<file path="config.mk">
export PLATFORM = sky130hd
export DESIGN_NAME = clock_domain_export_fifo
export DESIGN_NICKNAME = d
export VERILOG_FILES = /design/src/rtl/clock_domain_export_fifo.sv
export SDC_FILE = /design/constraint.sdc
export NUM_CORES = 1
export LEC_CHECK = 0
export CORE_ASPECT_RATIO = 2
export CORE_MARGIN = 3
export CORE_UTILIZATION = 45
export CTS_BUF_LIST = sky130_fd_sc_hd__clkbuf_16
export DETAILED_ROUTE_END_ITERATION = 7
export GPL_TIMING_DRIVEN = 0
export MAX_ROUTING_LAYER = met4
export PLACE_DENSITY = 0.67
export SLEW_MARGIN = 20
export SYNTH_ARGS = -nofsm -noshare
export SYNTH_HDL_FRONTEND = slang
export SYNTH_SLANG_ARGS = --single-unit
</file>
<file path="constraint.sdc">
create_clock -name clk -period 2.27 [get_ports clk]
set_input_delay 0.454 -clock clk [delete_from_list [all_inputs] [get_ports clk]]
set_output_delay 0.454 -clock clk [all_outputs]
set_load 0.01 [all_outputs]
</file>
<file path="src/rtl/clock_domain_export_fifo.sv">
// -----------------------------------------------------------------------------
// clock_domain_export_fifo
//
// Purpose:
//   Queues words from the local clock domain in a small FIFO. Words leave one
//   at a time over a req/ack toggle handshake to a receiver in another clock
//   domain. The source only has to wait when the FIFO is full, not while a
//   word is crossing.
//
// Handshake (toggle protocol, one comment for the whole block):
//   - Local push side: stb is a one-cycle request. A word is accepted on an
//     edge where stb && ready. When stb && !ready, the word is dropped and the
//     sticky overflow flag is set.
//   - Cross-domain side: a launch updates handshake_data and toggles
//     handshake_req on the same edge. handshake_data then stays stable until
//     the next launch. The receiver signals completion by making handshake_ack
//     equal to handshake_req. The next launch waits until the synchronised ack
//     matches req.
//
// Ports:
//   clk             in   1                local clock; all logic on posedge
//   rst             in   1                synchronous reset, active-high
//   data            in   SIZE             word to queue
//   stb             in   1                one-cycle push request
//   ready           out  1                FIFO not full; a push is accepted
//   level           out  $clog2(DEPTH+1)  words queued, excluding in-flight
//   overflow        out  1                sticky: stb seen while ready=0
//   idle            out  1                settled, empty, nothing in flight
//   handshake_data  out  SIZE             word presented to the other domain
//   handshake_req   out  1                toggles once per launched word
//   handshake_ack   in   1                receiver toggle (async to clk)
// -----------------------------------------------------------------------------
module clock_domain_export_fifo #(
  parameter int SIZE        = 8,
  parameter int DEPTH       = 4,
  parameter int SYNC_STAGES = 2
) (
  input  logic                       clk,
  input  logic                       rst,
  input  logic [SIZE-1:0]            data,
  input  logic                       stb,
  output logic                       ready,
  output logic [$clog2(DEPTH+1)-1:0] level,
  output logic                       overflow,
  output logic                       idle,
  output logic [SIZE-1:0]            handshake_data,
  output logic                       handshake_req,
  input  logic                       handshake_ack
);

  localparam int LW = $clog2(DEPTH + 1);
  localparam int PW = $clog2(DEPTH);
  localparam int CW = $clog2(SYNC_STAGES + 1);

  localparam logic [LW-1:0] DEPTH_L  = LW'(DEPTH);
  localparam logic [CW-1:0] SETTLE_L = CW'(SYNC_STAGES);

  // Storage and pointers
  logic [SIZE-1:0] mem_q [DEPTH];
  logic [PW-1:0]   wr_ptr_q, wr_ptr_d;
  logic [PW-1:0]   rd_ptr_q, rd_ptr_d;
  logic [LW-1:0]   level_q, level_d;
  logic            overflow_q, overflow_d;

  // Handshake side
  logic [SIZE-1:0]        hs_data_q, hs_data_d;
  logic                   hs_req_q, hs_req_d;
  logic [SYNC_STAGES-1:0] sync_q, sync_d;
  logic [CW-1:0]          settle_q, settle_d;

  logic ack_sync;
  logic in_flight;
  logic settled;
  logic push;
  logic pop;

  assign ack_sync  = sync_q[SYNC_STAGES-1];
  assign in_flight = (hs_req_q != ack_sync);
  assign settled   = (settle_q == '0);

  // ready comes from the registered level only. A same-cycle pop does not
  // make room for a push into a full FIFO.
  assign ready = (level_q < DEPTH_L);
  assign push  = stb && ready;

  // A word pushed into an empty FIFO launches one edge later (no bypass),
  // because pop looks at the registered level.
  assign pop = settled && !in_flight && (level_q != '0);

  always_comb begin
    wr_ptr_d   = wr_ptr_q;
    rd_ptr_d   = rd_ptr_q;
    level_d    = level_q;
    overflow_d = overflow_q;
    hs_data_d  = hs_data_q;
    hs_req_d   = hs_req_q;
    settle_d   = settle_q;
    sync_d     = {sync_q[SYNC_STAGES-2:0], handshake_ack};

    // Hold off launches for SYNC_STAGES cycles after reset. This gives the
    // synchroniser time to fill with the live ack level, so a reset-time zero
    // cannot be mistaken for a completed handshake.
    if (!settled) begin
      settle_d = settle_q - CW'(1);
    end

    if (push) begin
      wr_ptr_d = wr_ptr_q + PW'(1);
    end
    if (stb && !ready) begin
      overflow_d = 1'b1;
    end

    if (pop) begin
      rd_ptr_d  = rd_ptr_q + PW'(1);
      hs_data_d = mem_q[rd_ptr_q];
      hs_req_d  = !hs_req_q;
    end

    case ({push, pop})
      2'b10:   level_d = level_q + LW'(1);
      2'b01:   level_d = level_q - LW'(1);
      default: level_d = level_q;
    endcase
  end

  always_ff @(posedge clk) begin
    if (rst) begin
      wr_ptr_q   <= '0;
      rd_ptr_q   <= '0;
      level_q    <= '0;
      overflow_q <= 1'b0;
      hs_data_q  <= '0;
      hs_req_q   <= 1'b0;
      sync_q     <= '0;
      settle_q   <= SETTLE_L;
    end else begin
      wr_ptr_q   <= wr_ptr_d;
      rd_ptr_q   <= rd_ptr_d;
      level_q    <= level_d;
      overflow_q <= overflow_d;
      hs_data_q  <= hs_data_d;
      hs_req_q   <= hs_req_d;
      sync_q     <= sync_d;
      settle_q   <= settle_d;
    end
  end

  // Storage needs no reset. The pointers and level decide what is valid.
  always_ff @(posedge clk) begin
    if (!rst && push) begin
      mem_q[wr_ptr_q] <= data;
    end
  end

  assign level          = level_q;
  assign overflow       = overflow_q;
  assign idle           = settled && (level_q == '0) && !in_flight;
  assign handshake_data = hs_data_q;
  assign handshake_req  = hs_req_q;

endmodule

</file>
## After elaboration in Yosys (flattened, before gate mapping)

Memories as Yosys holds them, arrays and structs flattened. A register that Yosys moved wholly into a read port is not among the register bits.
Index checks and enable logic that the tools add are counted.

| operators by class | value |
|---|---|
| eq/ne operators | 3 |
| mux-type cells | 3 |
| order comparisons | 1 |
| reduce and logical (&&, ||, !) cells | 15 |
| add/subtract/negate cells | 5 |

Operator list:

| kind | count |
|---|---|
| 1-bit logical AND | 7 |
| 3-bit case mux with 2 select lines | 1 |
| 2-bit by 1-bit adder with 2-bit output (second input constant) | 2 |
| 1-bit zero test | 4 |
| 3-bit by 1-bit adder with 3-bit output (second input constant) | 1 |
| 3-bit zero test | 1 |
| 3-bit < comparator (second input constant) | 1 |
| 3-bit nonzero test | 1 |
| 3-bit by 1-bit subtractor with 3-bit output (second input constant) | 1 |
| 2-bit by 1-bit equality test with 1-bit output (second input constant) | 1 |
| 2-bit equality test (second input constant) | 1 |
| 2-bit zero test | 1 |
| 1-bit 2-to-1 mux | 2 |
| 2-bit nonzero test | 1 |
| 2-bit by 1-bit subtractor with 2-bit output (second input constant) | 1 |
| 1-bit != test | 1 |

| storage, ports and cells | value |
|---|---|
| flip-flop bits (word level) | 13 |
| memories kept | 1 |
| memory bits (writable) | 32 |
| word-level logic and storage cells | 35 |

Memories:

| memory | depth | width | read ports | clocked after memory_dff | wr ports | line | text |
|---|---|---|---|---|---|---|---|
| mem_q | 4 | 8 | 1 | 1 | 1 | 59 | `logic [SIZE-1:0] mem_q [DEPTH];` |

## Longest topological paths before layout

| logic depth | value |
|---|---|
| depth after elaboration | 6 |
| gate-level depth with buffers | 10 |

## Worst setup path after synthesis

No wires, ideal clock.

| timing | value |
|---|---|
| path kind | register to register |
| from | reg hs_req_q, in the netlist handshake_req |
| to | reg level_q[2], in the netlist level[2] |
| clock period less this slack | 2.092 ns |
| data required time | 2.200 ns |
| arrival time | 2.022 ns |
| stages on the path, launching flop included | 9 |
| path buffers | 0 |
| setup time | 0.070 ns |
| slack | 0.178 ns |
| path through | dfxtp_1 > xor2_2 > nor3_4 > ha_1 > inv_1 > fa_1 > xor2_1 > or3_1 > a21oi_1 |

| on the way | value |
|---|---|
| longest elaborated chain between the ends | 6 |
| elaborated cells between the ends (all ways) | 8 |
| those cells by class | 3 x eq/ne; 1 x mux; 4 x reduce/logical |

RTL lines:

| what | line | text |
|---|---|---|
| start, declared | 67 | `logic hs_req_q, hs_req_d;` |
| start signal, assigned | 143 | `hs_req_q <= hs_req_d;` |
| 1-bit != test * | 78 | `assign in_flight = (hs_req_q != ack_sync);` |
| 1-bit zero test * | 88 | `assign pop = settled && !in_flight && (level_q != '0);` |
| 1-bit logical AND * (2 in series) | 88 |  |
| via pop | 75 | `logic pop;` |
| 2-bit by 1-bit equality test with 1-bit output / 2-bit equality test (equally long branches) | 120 | `case ({push, pop})` |
| 3-bit case mux with 2 select lines / 2-bit nonzero test (equally long branches) | - |  |
| end signal, assigned | 140 | `level_q <= level_d;` |
| end, declared | 62 | `logic [LW-1:0] level_q, level_d;` |

The timed path passes the listed nets; every way through them passes the cells marked *.
A chain may end at the register's enable or synchronous reset.

## Worst setup path after layout

| timing | value |
|---|---|
| from | reg level_q[2], in the netlist level[2] |
| to | out idle |

| on the way | value |
|---|---|
| longest elaborated chain between the ends | 3 |

RTL lines:

| what | line | text |
|---|---|---|
| 3-bit zero test | 158 | `assign idle = settled && (level_q == '0) && !in_flight;` |
| 1-bit logical AND (2 in series) | 158 |  |
| end, declared | 45 | `output logic idle,` |

Every way passes these cells.

==> key figures <==
Clock network
  • TritonCTS Buffers: 5
  • Clock transition at path regs: 70 ps
  • Clock root buffer: clkbuf_16
  • CTS Sinks: 53
  • Htree depth: 2
  • CTS tree: built
  • Clk_lat worst skew: 300 ps
  • # hold bufs at CTS: 0
  • Clock tree buffer depth: 2

Placement
  • Placed cells: 233
  • Detailed-placement wirelength estimate: 2.977 mm
  • RePlAce Congestion: 0.7744
  • IO buf count: 26
  • Post-DP Area: 0.002509 sq mm
  • DP Worst Slack: -171.7 ps

Detailed routing
  • Drt total wl: 3.892 mm
  • Via count: 1271
  • TritonRoute pass-1 iters: 4
  • Via density: 5.252
  • DR DRC count: 0
  • 1st-iter DRT viols: 34
  • DRT antenna net count: 0
  • Routed len/inst: 16.08 um

Timing
  • Final Slew Violations: 0
  • Fmax: 455.9 MHz
  • Final Cycle Share: 96.62%
  • Clock skew: 6.737 ps
  • Final setup fails: 0
  • Slew margin rel.: 62.22%
  • Final hold violation count: 0
  • Final worst setup slack: 76.72 ps
  • Minimum clock period: 2193 ps
  • Worst slew pin tran: 566.7 ps

Layout
  • Antenna cells: 0
  • Total Nets Final: 205
  • Synth-to-Final Area Change: 23.65%
  • Fin cells: 242
  • Finished Cell Area: 0.002695 sq mm
  • Share of cells above drive strength 1: 17.65%
  • Filler cells: 391

Floorplan
  • Die Area: 0.005765 sq mm
  • Die width: 55.21 um
  • Core Area: 0.004642 sq mm
  • Initial Util: 46.95%
  • Num rows: 35
  • Top Ports: 27
  • Height of the chip: 104.4 um

Logic synthesis
  • Syn nets: 171
  • Top-area cell type share of the netlist area: 44.09%
  • Ys flop type: edfxtp_1
  • Synthesized area per cell: 14.34 sq um
  • Register area share after synthesis: 63.38%
  • FFs w/ async S/R, synth: 0%
  • Ys Warns: 0
  • Most frequent cells after synthesis: edfxtp_1 (32), dfxtp_1 (21), a21oi_1 (13)
  • Number of synthesized register bits: 53
  • Ranking of synthesized cells by area: edfxtp_1 (44%), dfxtp_1 (19%), mux4_2 (8.3%)
  • Synth unique cells: 29
  • Post-Syn Area: 0.002180 sq mm
  • Cell count after synthesis: 152
  • Most numerous cell in the Yosys netlist: edfxtp_1
  • Post-synth EDFFs: 32
  • Cell taking the most area after synthesis: edfxtp_1

Run status
  • Status: complete, no violations

GRT
  • Gr ovfl total: 0
  • Total track usage: 15.51%
  • Largest net degree at the start of global routing: 20
  • Antenna violations before repair: 0
  • Vias in the first global route: 1370
  • Global-route wire length before repair: 6.672 mm

Setup path
  • Crit Path Category: flop to primary output
  • Crit path arrival time: 1740 ps
  • Critical Path Sink Type: primary output
  • Required @ worst endpoint: 1820 ps
  • Startpoint Class: flop
  • CP max FO: 10

Min path
  • Hold Crit Class: flop to flop

Power and ir drop
  • Pwr per Cell Area: 1012 mW/mm^2
  • Maximum VDD drop: 0.8380 mV
  • Leak: 0.9125 nW

Job
  • Max Cap Violations: 0
layout make-up:
| class | count | area [sq um] | share of cell area (%) |
|---|---|---|---|
| clock inverters | 3 | 28.78 | 1.068 |
| well taps | 55 | 68.82 | 2.553 |
| plain buffers | 7 | 32.53 | 1.207 |
| flip-flops and latches | 53 | 1385 | 51.39 |
| multi-input cells | 82 | 749.5 | 27.81 |
| inverters | 10 | 37.54 | 1.393 |
| clock buffers | 5 | 125.1 | 4.643 |
| repair buffers | 27 | 267.8 | 9.935 |
kinds of logic after synthesis:
family	count (synthesis)	share of synthesized area, %
AO/OA/AOI/OAI	23	6.372
AND/OR/NAND/NOR	35	9.644
adder cells (fa/ha/maj)	7	4.363
XOR/XNOR	6	3.101
flip-flops	53	63.38
multiplexers	11	9.931
buffers and inverters	17	3.215
sequential cells by signal, summed over array words and instances, names as in the netlist:
signal,flops
wr_ptr_q,2
rd_ptr_q,2
handshake_data,8
mem_q,32
overflow,1
handshake_req,1
level,3
sync_q,2
settle_q,2
what timing repair did:
item | in CTS | in global routing
pin swaps | 0 | 1
gates resized for setup | 3 | 6
cloned | 0 | 0
setup buffers | 0 | 1
endpoints found under the setup margin | 1 | 2
layout by cell type, fill, tap and decap left out, drive strengths merged, types with 5 or more instances in the layout:
| cell type | count |
|---|---|
| clkbuf | 9 |
| nand4 | 9 |
| o31ai | 8 |
| inv | 13 |
| dfxtp | 21 |
| nor2b | 5 |
| edfxtp | 32 |
| ha | 6 |
| a21oi | 13 |
| nor2 | 9 |
| clkdlybuf4s50 | 25 |
| mux4 | 8 |
power by group:
part	internal, mW	leakage [nW]	switching [mW]
sequential	1.12	0.463	0.0834
clock	0.425	0.0767	0.364
combinational	0.342	0.372	0.393
total	1.89	0.912	0.840
path summary, 6_finish.rpt:
kind                              startpoint                    end  slack (ps)  cells past startpoint
hold / removal          sync_q[0]$_SDFF_PP0_   sync_q[1]$_SDFF_PP0_         450                      1
setup / recovery       level[2]$_SDFFE_PP0P_                   idle          80                      4
setup reg to reg  handshake_req$_SDFFE_PP0P_  level[2]$_SDFFE_PP0P_         100                      8
hold reg to reg         sync_q[0]$_SDFF_PP0_   sync_q[1]$_SDFF_PP0_         450                      1
per-stage QoR:
step                setup TNS, ps  hold slack [ps]  power, mW  utilization, %
floorplan                       0            413.8      1.686               -
global placement           -134.6            437.3      1.914           54.04
global route               -2.110            459.9      2.882           58.06
CTS                             0            457.4      2.736           57.47
detailed placement         -186.3            433.9      1.941           54.04
finish                          0            446.1      2.727           58.06
routing by layer:
layer | GRT usage, % | share of wire (%) | vias up
li1 | - | - | 629
met1 | 14.54 | 36 | 616
met2 | 28.81 | 59 | 20
met3 | 3.354 | 2.6 | 6
met4 | 7.304 | 2.4 | 0
met5 | - | 0 | -
worst max-delay path, stage by stage (launching register included):
cell and delay, ps:
dfxtp_2 370, or3_4 410, buf_2 190, nor3_1 200
clkdlybuf4s15_1 260
No activity file was read; power rests on OpenSTA's default activity.
